<file path="src/rtl/mem_pipe_param.sv">
// Parametrised single-port memory with a valid/ready request channel,
// fixed-latency in-order responses, a clear-after-reset sequencer and
// out-of-range address error reporting.
module mem_pipe_param #(
    parameter int unsigned DATA_W       = 8,
    parameter int unsigned ADDR_W       = 5,
    parameter int unsigned DEPTH        = 32,
    parameter int unsigned RD_LAT       = 1,
    parameter int unsigned CLEAR_ON_RST = 1
) (
    input  logic              clk,
    input  logic              rst_n,
    input  logic              req_valid,
    output logic              req_ready,
    input  logic              req_write,
    input  logic [ADDR_W-1:0] req_addr,
    input  logic [DATA_W-1:0] req_wdata,
    output logic              rsp_valid,
    output logic [DATA_W-1:0] rsp_data,
    output logic              rsp_err,
    output logic              init_done
);

    localparam int unsigned IDX_W = (DEPTH > 1) ? $clog2(DEPTH) : 1;
    localparam int unsigned CMP_W = ADDR_W + 1;
    localparam int unsigned LAST  = DEPTH - 1;

    // Reject configurations the address decode and pipeline cannot support.
    if (DEPTH < 1 || longint'(DEPTH) > (64'd1 << ADDR_W)) begin : g_bad_depth
        $error("mem_pipe_param: DEPTH must be in 1..2**ADDR_W");
    end
    if (RD_LAT < 1 || RD_LAT > 4) begin : g_bad_lat
        $error("mem_pipe_param: RD_LAT must be in 1..4");
    end

    typedef enum logic {
        ST_INIT,
        ST_READY
    } state_t;

    typedef struct packed {
        logic              valid;
        logic              err;
        logic [DATA_W-1:0] data;
    } rsp_t;

    state_t            state;
    logic [IDX_W-1:0]  cnt;
    logic [DATA_W-1:0] mem [DEPTH];
    rsp_t              pipe [RD_LAT];

    logic              accept_c;
    logic              in_range_c;
    logic [IDX_W-1:0]  idx_c;
    rsp_t              stage_in_c;

    assign accept_c   = req_valid && req_ready;
    // Widened compare so DEPTH == 2**ADDR_W does not wrap to zero.
    assign in_range_c = {1'b0, req_addr} < CMP_W'(DEPTH);
    assign idx_c      = IDX_W'(req_addr);

    // Init sequencer: sweep the clear counter, then sit in READY until reset.
    always_ff @(posedge clk or negedge rst_n) begin
        if (!rst_n) begin
            state     <= ST_INIT;
            cnt       <= '0;
            req_ready <= 1'b0;
            init_done <= 1'b0;
        end else begin
            case (state)
                ST_INIT: begin
                    if (CLEAR_ON_RST == 0 || cnt == IDX_W'(LAST)) begin
                        state     <= ST_READY;
                        req_ready <= 1'b1;
                        init_done <= 1'b1;
                    end else begin
                        cnt <= cnt + 1'b1;
                    end
                end
                ST_READY: begin
                    req_ready <= 1'b1;
                    init_done <= 1'b1;
                end
                default: begin
                    state     <= ST_INIT;
                    req_ready <= 1'b0;
                    init_done <= 1'b0;
                end
            endcase
        end
    end

    // Storage array: zero-fill during init, otherwise accepted in-range writes.
    always_ff @(posedge clk) begin
        if (CLEAR_ON_RST != 0 && state == ST_INIT) begin
            mem[cnt] <= '0;
        end else if (accept_c && req_write && in_range_c) begin
            mem[idx_c] <= req_wdata;
        end
    end

    // Response entering the latency pipeline; data is zero unless a good read.
    always_comb begin
        stage_in_c = '0;
        if (accept_c) begin
            stage_in_c.valid = 1'b1;
            stage_in_c.err   = !in_range_c;
            if (!req_write && in_range_c) begin
                stage_in_c.data = mem[idx_c];
            end
        end
    end

    // Fixed-latency shift pipeline; reset drops anything in flight.
    always_ff @(posedge clk or negedge rst_n) begin
        if (!rst_n) begin
            for (int k = 0; k < int'(RD_LAT); k++) begin
                pipe[k] <= '0;
            end
        end else begin
            pipe[0] <= stage_in_c;
            for (int k = 1; k < int'(RD_LAT); k++) begin
                pipe[k] <= pipe[k-1];
            end
        end
    end

    assign rsp_valid = pipe[RD_LAT-1].valid;
    assign rsp_err   = pipe[RD_LAT-1].err;
    assign rsp_data  = pipe[RD_LAT-1].data;

endmodule

</file>
<file path="config.mk">
export PLATFORM = sky130hd
export DESIGN_NAME = mem_pipe_param
export DESIGN_NICKNAME = d
export VERILOG_FILES = /design/src/rtl/mem_pipe_param.sv
export SDC_FILE = /design/constraint.sdc
export NUM_CORES = 1
export LEC_CHECK = 0
export CAP_MARGIN = 20
export CORE_MARGIN = 8
export CORE_UTILIZATION = 25
export DETAILED_ROUTE_END_ITERATION = 6
export PLACE_DENSITY_LB_ADDON = 0.25
export SYNTH_ARGS = -nofsm -noshare
export SYNTH_HDL_FRONTEND = slang
export SYNTH_SLANG_ARGS = --single-unit
export TNS_END_PERCENT = 1
</file>
<file path="constraint.sdc">
create_clock -name clk -period 2.5 [get_ports clk]
set_input_delay 0.625 -clock clk [delete_from_list [all_inputs] [get_ports clk]]
set_output_delay 0.625 -clock clk [all_outputs]
set_load 0.03 [all_outputs]
</file>
Yosys cells after proc, flatten, opt, wreduce, memory -nomap -nowiden --
Memory sizes are Yosys's and may differ from the RTL's. Index checks and enable logic that the tools add are counted.
Operators by class: equality and inequality tests 2, reductions and logical operators 4, bitwise logic cells 2, add/subtract/negate cells 1, muxes and demuxes 13
Operator list (count):
- $mux 8 | 2
- $mux 10 | 1
- $mux 1 | 8
- $reduce_or 8->1 | 1
- $add 5x1->5 const B | 1
- $eq 5x5->1 const B | 1
- $mux 5 | 1
- $logic_and 1x1->1 | 2
- $ne 2x2->1 const B | 1
- $not 1->1 | 2
- $pmux 1 s2 | 1
- $reduce_and 2->1 | 1
Word-level totals: memories 1, logic and storage cells 29, memory bits (writable) 256, output and inout bits 12, bits in registers 17
Memory list:
- mem | words 32, width 8, rd ports 1, clocked after Yosys merged registers in 0, wr ports 1, RTL line 49 | logic [DATA_W-1:0] mem [DEPTH];

Longest topological paths before layout --
depth after elaboration 7, mapped depth 8

Least setup slack after synthesis --
OpenSTA, ideal clock, no wires.
path kind input to register, start point input port req_addr[0], end point memory mem[10][0], enable pin, setup time 0.370 ns, data required time 2.130 ns, data arrival time 1.878 ns, buffers on the path 4, stages on the path 7, setup slack 0.252 ns, cells stage by stage buf_6 buf_12 buf_12 buf_6 o22ai_1 nand2_1 nor2_1
Between the ends: word-level cells in the longest chain between the ends 1
Ends and longest elaborated chain:
- from (decl) | RTL line 16 | input logic [ADDR_W-1:0] req_addr,
- $mux 5 (no source line)
- to (decl) | RTL line 49
No other way between the ends.

Final worst setup path --
start point input port req_write, end point memory mem[1][4], enable pin
Between the ends: word-level cells in the longest chain between the ends 6, elaborated cells on any way between the ends 7, those cells by class mux (5); reduce/logical (2)
Ends and longest elaborated chain:
- from (decl) | RTL line 15 | input logic req_write,
- $logic_and 1x1->1 * | RTL line 97 | end else if (accept_c && req_write && in_range_c) begin
- $mux 1 * | RTL line 97
- $mux 1 * | RTL line 95 | if (CLEAR_ON_RST != 0 && state == ST_INIT) begin
- $mux 1 (not written as such) * | RTL line 98 | mem[idx_c] <= req_wdata;
- $reduce_or 8->1 (no source line)
- $mux 5 (no source line) or $mux 1 (tied branches)
Mark *: on every way between the ends. The rest lies on a longest branch, timed or not.

==> summary.md <==
| Metric | Value |
|---|---|
| CTS Root Cell | `clkbuf_16` |
| Resize count post-CTS | `0` |
| Slew HR | `0.5469` |
| Async SR Flop Fraction | `0.05882` |
| Max-slew violation count | `0` |
| Initial core utilization | `0.2525` |
| Skew final | `30.84 ps` |
| # diodes | `0` |
| Crit Path Category | `in -> reg` |
| Initial antenna violation count | `1` |
| Grt total ovfl | `0` |
| Most frequent cells in the layout | `edfxtp_1 (256), buf_4 (61), nor2_1 (40), mux2i_1 (35), mux4_2 (31)` |
| Setup TNS | `0 ps` |
| Commonest non-fill, non-tap cell in the layout | `edfxtp_1` |
| H-tree lvl count | `1` |
| Clk sinks | `between 200 and 300` |
| CP required | `between 2000 and 3000 ps` |
| Rows | `76` |
| Status | `finished clean` |
| Post-layout net count | `approximately 650` |
| Max Root-Sink Buffers | `3` |
| Crit share post-route | `0.9302` |
| Post-synthesis cell area | `between 10000 and 15000 um^2` |
| # IOs | `29` |
| Die X | `approximately 220 um` |
| Synth Instances | `about 530` |
| Synth area leaders | `edfxtp_1 (71%), mux4_2 (6.4%), mux4_1 (6.1%)` |
| Post-synth EDFFs | `~260` |
| Die Ht | `approximately 220 um` |
| CP startpoint | `req_write` |
| Synth unique cells | `38` |
| Hold_buf cts | `0` |
| Gr usage total | `0.1001` |
| PwrDens | `727.1 nW/um^2` |
| Min Clock Period, post-route | `between 2000 and 2500 ps` |
| Post-synthesis register bit count | `about 270` |
| Setup ws final | `between 150 and 200 ps` |
| CORE AREA | `42980 um^2` |
| Non-filler cells, final | `between 1k and 1.5k` |
| Drt wl/cell | `about 20 um` |
| Internal Power | `approximately 0.0077 W` |
| Register area share after synthesis | `0.7451` |
| MaxCap Viol Count | `0` |
| RSZ-0062 raised after global routing | `false` |
| Hold Path Class | `in -> async` |
| Critical path endpoint category | `flop` |
| Clk_lat worst skew | `between 500 and 600 ps` |
| Postcts setup bufs | `0` |
| Cell taking the most area after synthesis | `edfxtp_1` |
| Routed Antenna Nets | `0` |
| Clock Power Share | `0.437` |
| Drt drc | `0` |
| Largest net degree at the start of global routing | `33` |
| Leakage power | `4.936 nW` |
| Die area | `between 50000 and 60000 um^2` |
| Hold Slack | `between 400 and 500 ps` |
| Net Sw Frac | `0.2056` |
| Reg2Reg Launch Point | `state` |
| Crit path max fanout | `8` |
| VDD IR max | `0.0005163 V` |
| Predominant post-synthesis flop cell | `edfxtp_1` |
| Count of final setup violators | `0` |
| Clock slew at reported path FFs | `about 60 ps` |
| Comb power frac | `0.047` |
| Yosys warnings | `0` |
| Number of global-route vias before repair | `approximately 5.6k` |
| Vias per cell | `between 4 and 5` |
| Via count | `approximately 5.4k` |
| First-pass GRT wire length | `37940 um` |
| DRT iter0 DRCs | `373` |
| Worst Path Arrival | `2570 ps` |
| Area growth, synth to finish | `22.41%` |
| HPWL after DPL | `between 15000 and 20000 um` |
| Switching power | `~0.002 W` |
| TritonCTS clock tree | `yes` |
| Area fraction of the dominant cell type after synthesis | `0.7082` |
| Startpoint types | `primary input` |
| GPL Wtd Cong | `between 0.7 and 0.8` |
| Dpl ws | `-389.0 ps` |
| Actual slew at the worst max-slew pin | `about 660 ps` |
| Max Freq | `between 0.4 and 0.5 GHz` |
| Number of port buffers | `27` |
| Reg power frac | `0.516` |
| Post-Syn Nets | `548` |
| Placed insts | `approximately 1.2k` |
| Drt pass-1 iters | `5` |
| Avg Cell Area, Syn | `between 20 and 25 um^2` |
| Fin. Hold Viols | `0` |
| WL final | `between 20000 and 30000 um` |
| Total CTS buffers | `30` |
| Share of layout cells above drive strength 1 | `0.2344` |
[metal layers]
| metal | wire length (um) | track usage | up-vias |
|---|---|---|---|
| li1 | - | - | 2400 |
| met1 | 11680 | 0.1358 | 2834 |
| met3 | 1255 | 0.01863 | 37 |
| met5 | 0 | 0 | - |
| met2 | 12060 | 0.1650 | 118 |
| met4 | 401 | 0.02300 | 0 |
[cell families (layout without fill, tap and decap cells)]
family	Yosys count	in the layout	share of synthesized area
compound gates	43	43	0.02997
xor+xnor	3	3	0.002421
fa+ha+maj	2	2	0.002305
buf+inv	31	159	0.02398
flops	272	272	0.7451
mux	96	96	0.1623
other cells	1	1	0.0003455
simple gates	81	81	0.03354
[critical path, cell delays in order]
cell and delay [ps]:
clkdlybuf4s50_1 500, nand4_1 110, buf_4 200, mux2i_1 530, nand2_1 240, nor2_1 170, buf_4 190
[area by class of cell]
class / instances / area (um^2)
sequential: 272 / 8088
clock inverter: 20 / 186.4
clock buffer: 35 / 769.5
tap: 585 / 732.0
timing repair buffer: 101 / 993.5
inverter: 3 / 11.26
fill: 4202 / 29690
multi-input combinational: 226 / 2506
[path summary, 6_finish.rpt]
kind / end / slack [ps] / cells after the start
worst max-delay path: mem[1][4] / 170 / 7
worst min-delay path: init_done / 400 / 2
worst max register to register: mem[1][4] / 240 / 6
worst min register to register: init_done / 580 / 1
max in group asynchronous: rsp_valid / 1860 / 2
min in group clk: init_done / 580 / 1
[synth_stat cells, types with 3 or more instances]
cell      instances
xnor2_1           3
buf_4             3
buf_12            3
and2_1           10
a22oi_1           8
a221o_1           8
nand2_1          17
mux4_2           31
dfrtp_1          16
a31oi_1           9
mux2i_1          35
nor2b_1           4
buf_2             9
mux2_2            5
o21ai_0           6
nand2b_1          5
buf_6             8
mux4_1           25
edfxtp_1        256
nor2_1           40
a221oi_1          6
[metrics by stage]
| stage | area, um^2 | utilization | power (W) |
|---|---|---|---|
| after floorplan | 10850 | - | 0.005332 |
| after global placement | 12330 | 0.2869 | 0.005535 |
| after detailed placement | 12330 | 0.2869 | 0.005541 |
| after CTS | 13290 | 0.3091 | 0.009787 |
| after global routing | 13290 | 0.3091 | 0.009995 |
| final | 13290 | 0.3091 | 0.009660 |
[power groups by stage]
stage / Clock [W] / Combinational, W / Sequential [W]
6_report: 0.00422 / 0.000456 / 0.00498
5_1_grt: 0.00453 / 0.000488 / 0.00498
4_1_cts: 0.00434 / 0.000466 / 0.00498
3_5_place_dp: 0 / 0.000465 / 0.00508
3_3_place_gp: 0 / 0.000460 / 0.00508
2_1_floorplan: 0 / 0.000243 / 0.00509
[sequential cells by signal, summed over array words and instances (netlist names)]
register,flops
mem,256
rsp_data,8
cnt,5
init_done,1
rsp_valid,1
state,1
No activity file was read; power rests on OpenSTA's default activity.
